File: config.mk
export PLATFORM = sky130hd
export DESIGN_NAME = regfile_ctrl
export DESIGN_NICKNAME = d
export VERILOG_FILES = /design/src/rtl/regfile_ctrl.sv
export SDC_FILE = /design/constraint.sdc
export NUM_CORES = 1
export LEC_CHECK = 0
export ABC_AREA = 1
export BUFFER_PORTS_ARGS = -buffer_cell sky130_fd_sc_hd__buf_2
export CAP_MARGIN = 20
export CELL_PAD_IN_SITES_DETAIL_PLACEMENT = 0
export CELL_PAD_IN_SITES_GLOBAL_PLACEMENT = 1
export CORE_MARGIN = 2
export CORE_UTILIZATION = 48
export DETAILED_ROUTE_END_ITERATION = 7
export PLACE_DENSITY = 0.82
export SLEW_MARGIN = 30
export SYNTH_ARGS = -nofsm -noshare
export SYNTH_HDL_FRONTEND = slang
export SYNTH_SLANG_ARGS = --single-unit
File: constraint.sdc
create_clock -name clk -period 6.4 [get_ports clk]
set_input_delay 0.32 -clock clk [delete_from_list [all_inputs] [get_ports clk]]
set_output_delay 0.32 -clock clk [all_outputs]
set_load 0.03 [all_outputs]
File: src/rtl/regfile_ctrl.sv
// Sequencer driving the 8x4 register file: single writes, a fill burst over
// every address, and a timed read-address scan for the display.
module regfile_ctrl #(
    parameter int ADDR_W   = 3,
    parameter int DATA_W   = 4,
    parameter int SCAN_DIV = 50_000_000
) (
    input  logic              clk,
    input  logic              clr,
    input  logic [DATA_W-1:0] sw_data,
    input  logic [ADDR_W-1:0] sw_addr,
    input  logic              btn_wr,
    input  logic              btn_fill,
    input  logic              scan_en,
    output logic [ADDR_W-1:0] rf_addr,
    output logic [DATA_W-1:0] rf_din,
    output logic              rf_load,
    output logic              busy
);

    localparam int TMR_W = (SCAN_DIV > 1) ? $clog2(SCAN_DIV) : 1;
    localparam logic [TMR_W-1:0]  TMR_LAST = TMR_W'(SCAN_DIV - 1);
    localparam logic [ADDR_W-1:0] ADDR_LAST = {ADDR_W{1'b1}};

    typedef enum logic [1:0] {IDLE, WRITE, FILL} state_t;

    state_t             state, state_next;
    logic [ADDR_W-1:0]  fill_idx, fill_idx_next;
    logic [DATA_W-1:0]  sw_data_lat, sw_data_lat_next;
    logic [TMR_W-1:0]   scan_tmr, scan_tmr_next;
    logic [ADDR_W-1:0]  scan_addr, scan_addr_next;
    logic               btn_wr_q, btn_fill_q;
    logic               wr_edge, fill_edge;
    logic [ADDR_W-1:0]  rf_addr_next;
    logic [DATA_W-1:0]  rf_din_next;
    logic               rf_load_next, busy_next;

    assign wr_edge   = btn_wr & ~btn_wr_q;
    assign fill_edge = btn_fill & ~btn_fill_q;

    always_comb begin
        // NOTE: every signal gets a default first so no path leaves one unassigned (no latches).
        state_next       = state;
        fill_idx_next    = fill_idx;
        sw_data_lat_next = sw_data_lat;
        scan_tmr_next    = scan_tmr;
        scan_addr_next   = scan_addr;
        rf_addr_next     = '0;
        rf_din_next      = '0;
        rf_load_next     = 1'b0;
        busy_next        = 1'b0;

        // Disabling the scan wins over the hold in WRITE/FILL so a re-enable always starts at 0.
        if (!scan_en) begin
            scan_tmr_next  = '0;
            scan_addr_next = '0;
        end else if (state == IDLE) begin
            if (scan_tmr == TMR_LAST) begin
                scan_tmr_next  = '0;
                scan_addr_next = scan_addr + ADDR_W'(1);
            end else begin
                scan_tmr_next = scan_tmr + TMR_W'(1);
            end
        end

        case (state)
            IDLE: begin
                if (fill_edge) begin
                    state_next       = FILL;
                    fill_idx_next    = '0;
                    sw_data_lat_next = sw_data;
                end else if (wr_edge) begin
                    state_next = WRITE;
                end
            end
            WRITE: state_next = IDLE;
            FILL: begin
                if (fill_idx == ADDR_LAST) begin
                    state_next    = IDLE;
                    fill_idx_next = '0;
                end else begin
                    fill_idx_next = fill_idx + ADDR_W'(1);
                end
            end
            default: state_next = IDLE;
        endcase

        // Outputs are decoded from the state being entered, then registered.
        case (state_next)
            WRITE: begin
                rf_addr_next = sw_addr;
                rf_din_next  = sw_data;
                rf_load_next = 1'b1;
                busy_next    = 1'b1;
            end
            FILL: begin
                rf_addr_next = fill_idx_next;
                rf_din_next  = sw_data_lat_next + DATA_W'(fill_idx_next);
                rf_load_next = 1'b1;
                busy_next    = 1'b1;
            end
            default: begin
                rf_addr_next = scan_en ? scan_addr_next : sw_addr;
                rf_din_next  = sw_data;
            end
        endcase
    end

    // NOTE: sequential state uses non-blocking assignments so every flop samples pre-edge values.
    always_ff @(posedge clk or posedge clr) begin
        if (clr) begin
            state       <= IDLE;
            fill_idx    <= '0;
            sw_data_lat <= '0;
            scan_tmr    <= '0;
            scan_addr   <= '0;
            btn_wr_q    <= 1'b1;
            btn_fill_q  <= 1'b1;
            rf_addr     <= '0;
            rf_din      <= '0;
            rf_load     <= 1'b0;
            busy        <= 1'b0;
        end else begin
            state       <= state_next;
            fill_idx    <= fill_idx_next;
            sw_data_lat <= sw_data_lat_next;
            scan_tmr    <= scan_tmr_next;
            scan_addr   <= scan_addr_next;
            btn_wr_q    <= btn_wr;
            btn_fill_q  <= btn_fill;
            rf_addr     <= rf_addr_next;
            rf_din      <= rf_din_next;
            rf_load     <= rf_load_next;
            busy        <= busy_next;
        end
    end

endmodule

==> run_results.csv <==
group,metric,value,unit
min_path,hold_path_class,"in2async",
outcome,status,"finished clean",
timing,fin_crit,2395,ps
global_route,antenna_found_initial,0,
synth,ys.flop_type,"dfrtp_1",
setup_path,cp_max_fo,3,
setup_path,critPathCapture,"rf_din[2]",
clock_tree,ctsResizeCount,0,
place,dpl.hpwl,4599,um
power,leakage,1.454,nW
synth,synth_top_family_by_area,"simple AND/OR/NAND/NOR gates",
detailed_routing,routed_via_density,5.024,
synth,synth.most_common_cell,"nand2_1",
setup_path,worst_ep_arrival_time,2610,ps
clock_tree,htree_levels,2,
synth,synth_fp_nets,384,
global_route,grt_pass1_vias,2276,
finish,fillers,566,
setup_path,reg2reg_to,"rf_din[2]",
die,die-area,6354,um2
detailed_routing,initialDrtViolationCount,87,
synth,syn_area,2751,um2
setup_path,end_kind,"flip-flop",
setup_path,r2r-start,"fill_idx[0]",
detailed_routing,drt_wl_total,5956,um
global_route,grt_max_degree,49,
die,core-area,5507,um2
setup_path,crit_path_max_incr_delay,400,ps
clock_tree,cts-root-buf,"clkbuf_8",
finish,fin_area,3007,um2
global_route,grt_pass1_wl,10520,um
clock_tree,cts_buffers,5,
die,rows,27,
setup_path,cpMostUsedCell,"ha_1",
clock_tree,clkLatencyLatePin,300,ps
detailed_routing,antenna_left,0,
place,io_buffers,20,
finish,diodes,0,
synth,yosysSeqAreaShare,43.75,%
timing,finalCritPeriodShare,37.42,%
timing,tightest_slew,599.6,ps
synth,post_synth_xor_area_fraction,1.592,%
finish,drive_gt1_share,14.73,%
timing,timing.fmax,417.6,MHz
job,maxCapViolations,0,
clock_tree,cts_tree,"yes",
place,routabilityCongestion,0.8354,
synth,synth_largest_area_cell,"dfrtp_1",
setup_path,slowest_stage,"dfrtp_1",
setup_path,required,6620,ps
timing,rsz0062_at_grt,"no",
global_route,grt_usage,21.50,%
synth,synth_cells,362,
synth,synthArstFlopShare,100.0,%
clock_tree,cts_buffer_depth,2,
place,placed_cells_incl_taps,451,
place,placed_area,2917,um2
synth,ys_warn_count,0,
timing,fin_worst_skew,9.691,ps
clock_tree,holdBufCountCts,0,
setup_path,start_kind,"flip-flop",
synth,synth_fa_ha_area_share,4.820,%
setup_path,crit_start,"fill_idx[0]",
setup_path,reg2reg_depth,10,
clock_tree,cts_setup_buffers,0,
setup_path,path_class,"reg2reg",
setup_path,rrSetupSlack,4010,ps
synth,avgSynthCellArea,7.601,um2
synth,synth_edf_count,0,
setup_path,cp_cell_sequence,"ha_1 -> ha_1 -> nor3_1 -> inv_1 -> o21ai_0 -> ha_1 -> inv_1 -> fa_1 -> xor2_1 -> o21ai_0",
synth,synthMuxAreaShare,0,%
power,power_density,314.4,nW/um2
power,vdd_drop_max,0.0002058,V
synth,yosys_register_bits,48,
detailed_routing,wl_per_cell,12.98,um
synth,synthTopCellsByCount,"89 x nand2_1, 57 x nor2_1, 46 x dfrtp_1, 46 x inv_1, 16 x nand3_1",
detailed_routing,first_pass_iters,4,
timing,maxSlewHeadroom,60.03,%
finish,area_growth,9.277,%
finish,final_util,54.60,%
clock_tree,clk_pin_slew_worst_paths,90,ps
die,fp.dieH,79.71,um
synth,synth_simple_gate_area_share,33.52,%
finish,fin_nets,408,
finish,stdcell_count,459,
detailed_routing,drc,0,
clock_tree,clock_sinks,48,
synth,synth_compound_area_share,7.640,%
die,dieWidth,79.71,um
timing,fin_setup_tns,0,ps
timing,final-hold-violation-count,0,
die,io-pin-count,21,
detailed_routing,num_vias,2306,
synth,synthTopCellsByArea,"dfrtp_1 42%, nand2_1 12%, nor2_1 7.8%, inv_1 6.3%, ha_1 4.1%",
synth,synth.distinct_cells,36,
synth,yosys.area.top_type_share,41.84,%
global_route,grt_overflow_total,0,
die,initial_core_util,49.97,%
timing,drv_slew,0,
timing,setup_violations,0,
==> per-stage QoR <==
| step | setup slack [ps] | hold WS [ps] | total power (W) |
|---|---|---|---|
| finish | 4005 | 97.25 | 0.0009452 |
| global route | 3714 | 107.1 | 0.001027 |
| CTS | 3980 | 120.2 | 0.0009598 |
| detailed placement | 4012 | 438.8 | 0.0007674 |
| global placement | 4060 | 435.0 | 0.0007626 |
| floorplan | 4192 | 324.5 | 0.0006797 |
==> worst max-delay path: cells and delay by family, from the launching register on <==
family          cells  cell delay, ps
buf+inv             2             130
compound gates      2             430
flops               1             400
xor+xnor            1             140
simple gates        1             290
fa+ha+maj           4             940
==> registers in the layout, indices dropped and copies added (netlist names) <==
name and count:
fill_idx 3, sw_data_lat 4, scan_tmr 26, btn_fill_q 1, rf_addr 3, state 2
busy 1, rf_din 4, btn_wr_q 1, scan_addr 3
==> cell usage in the layout (no fill, tap or decap), types with 2 or more instances in the layout <==
cell      instances
o211a_1           2
nand4_1          11
dfrtp_1          46
nor3_1           11
o21ai_1           3
o21bai_1          2
clkbuf_1          2
nand3_1          16
inv_1            45
o21ai_0          13
nor2_4            2
nand2_1          89
nor2_1           57
xor2_1            4
inv_2             8
nor2_2            4
nand3_2           4
ha_1              9
dfstp_2           2
a21oi_1          13
buf_2            20
clkbuf_8          6
nand2_2           4
==> layout make-up <==
| cell class | count | area, um2 | share of cell area, % |
|---|---|---|---|
| multi-input cells | 256 | 1309 | 43.53 |
| flip-flops and latches | 48 | 1204 | 40.03 |
| inverters | 55 | 214.0 | 7.116 |
| repair buffers | 20 | 100.1 | 3.329 |
| clock buffers | 8 | 90.09 | 2.996 |
| well taps | 72 | 90.09 | 2.996 |
==> logic make-up (layout without fill, tap and decap cells) <==
logic type,Yosys count,after routing
compound gates,37,37
xor+xnor,5,5
fa+ha+maj,10,10
buf+inv,58,83
flops,48,48
simple gates,204,204
==> how the worst min path moves through the flow <==
stage / endpoint / slack, ps / cells after the start
floorplan: btn_fill_q / 320 / 0
finish: scan_tmr[22] / 100 / 2
global placement: btn_wr_q / 430 / 1
global route: btn_wr_q / 110 / 1
CTS: scan_tmr[12] / 120 / 2
detailed placement: btn_wr_q / 440 / 1
==> power by group <==
| part | switching (W) | internal (W) | total (W) |
|---|---|---|---|
| clock | 0.000102 | 0.0000884 | 0.000191 |
| sequential | 0.0000267 | 0.000364 | 0.000390 |
| combinational | 0.000248 | 0.000116 | 0.000364 |
| total | 0.000377 | 0.000569 | 0.000945 |
==> routing by layer <==
layer | track usage [%] | part of all wire (%) | routed length (um) | vias up
met1 | 26.70 | 46 | 2740 | 1068
met2 | 38.32 | 50 | 2950 | 33
met5 | 0 | 0 | 0 | -
met3 | 3.620 | 2.9 | 170 | 9
li1 | - | - | - | 1196
met4 | 6.034 | 1.6 | 95 | 0
(Power assumes the default switching activity.)
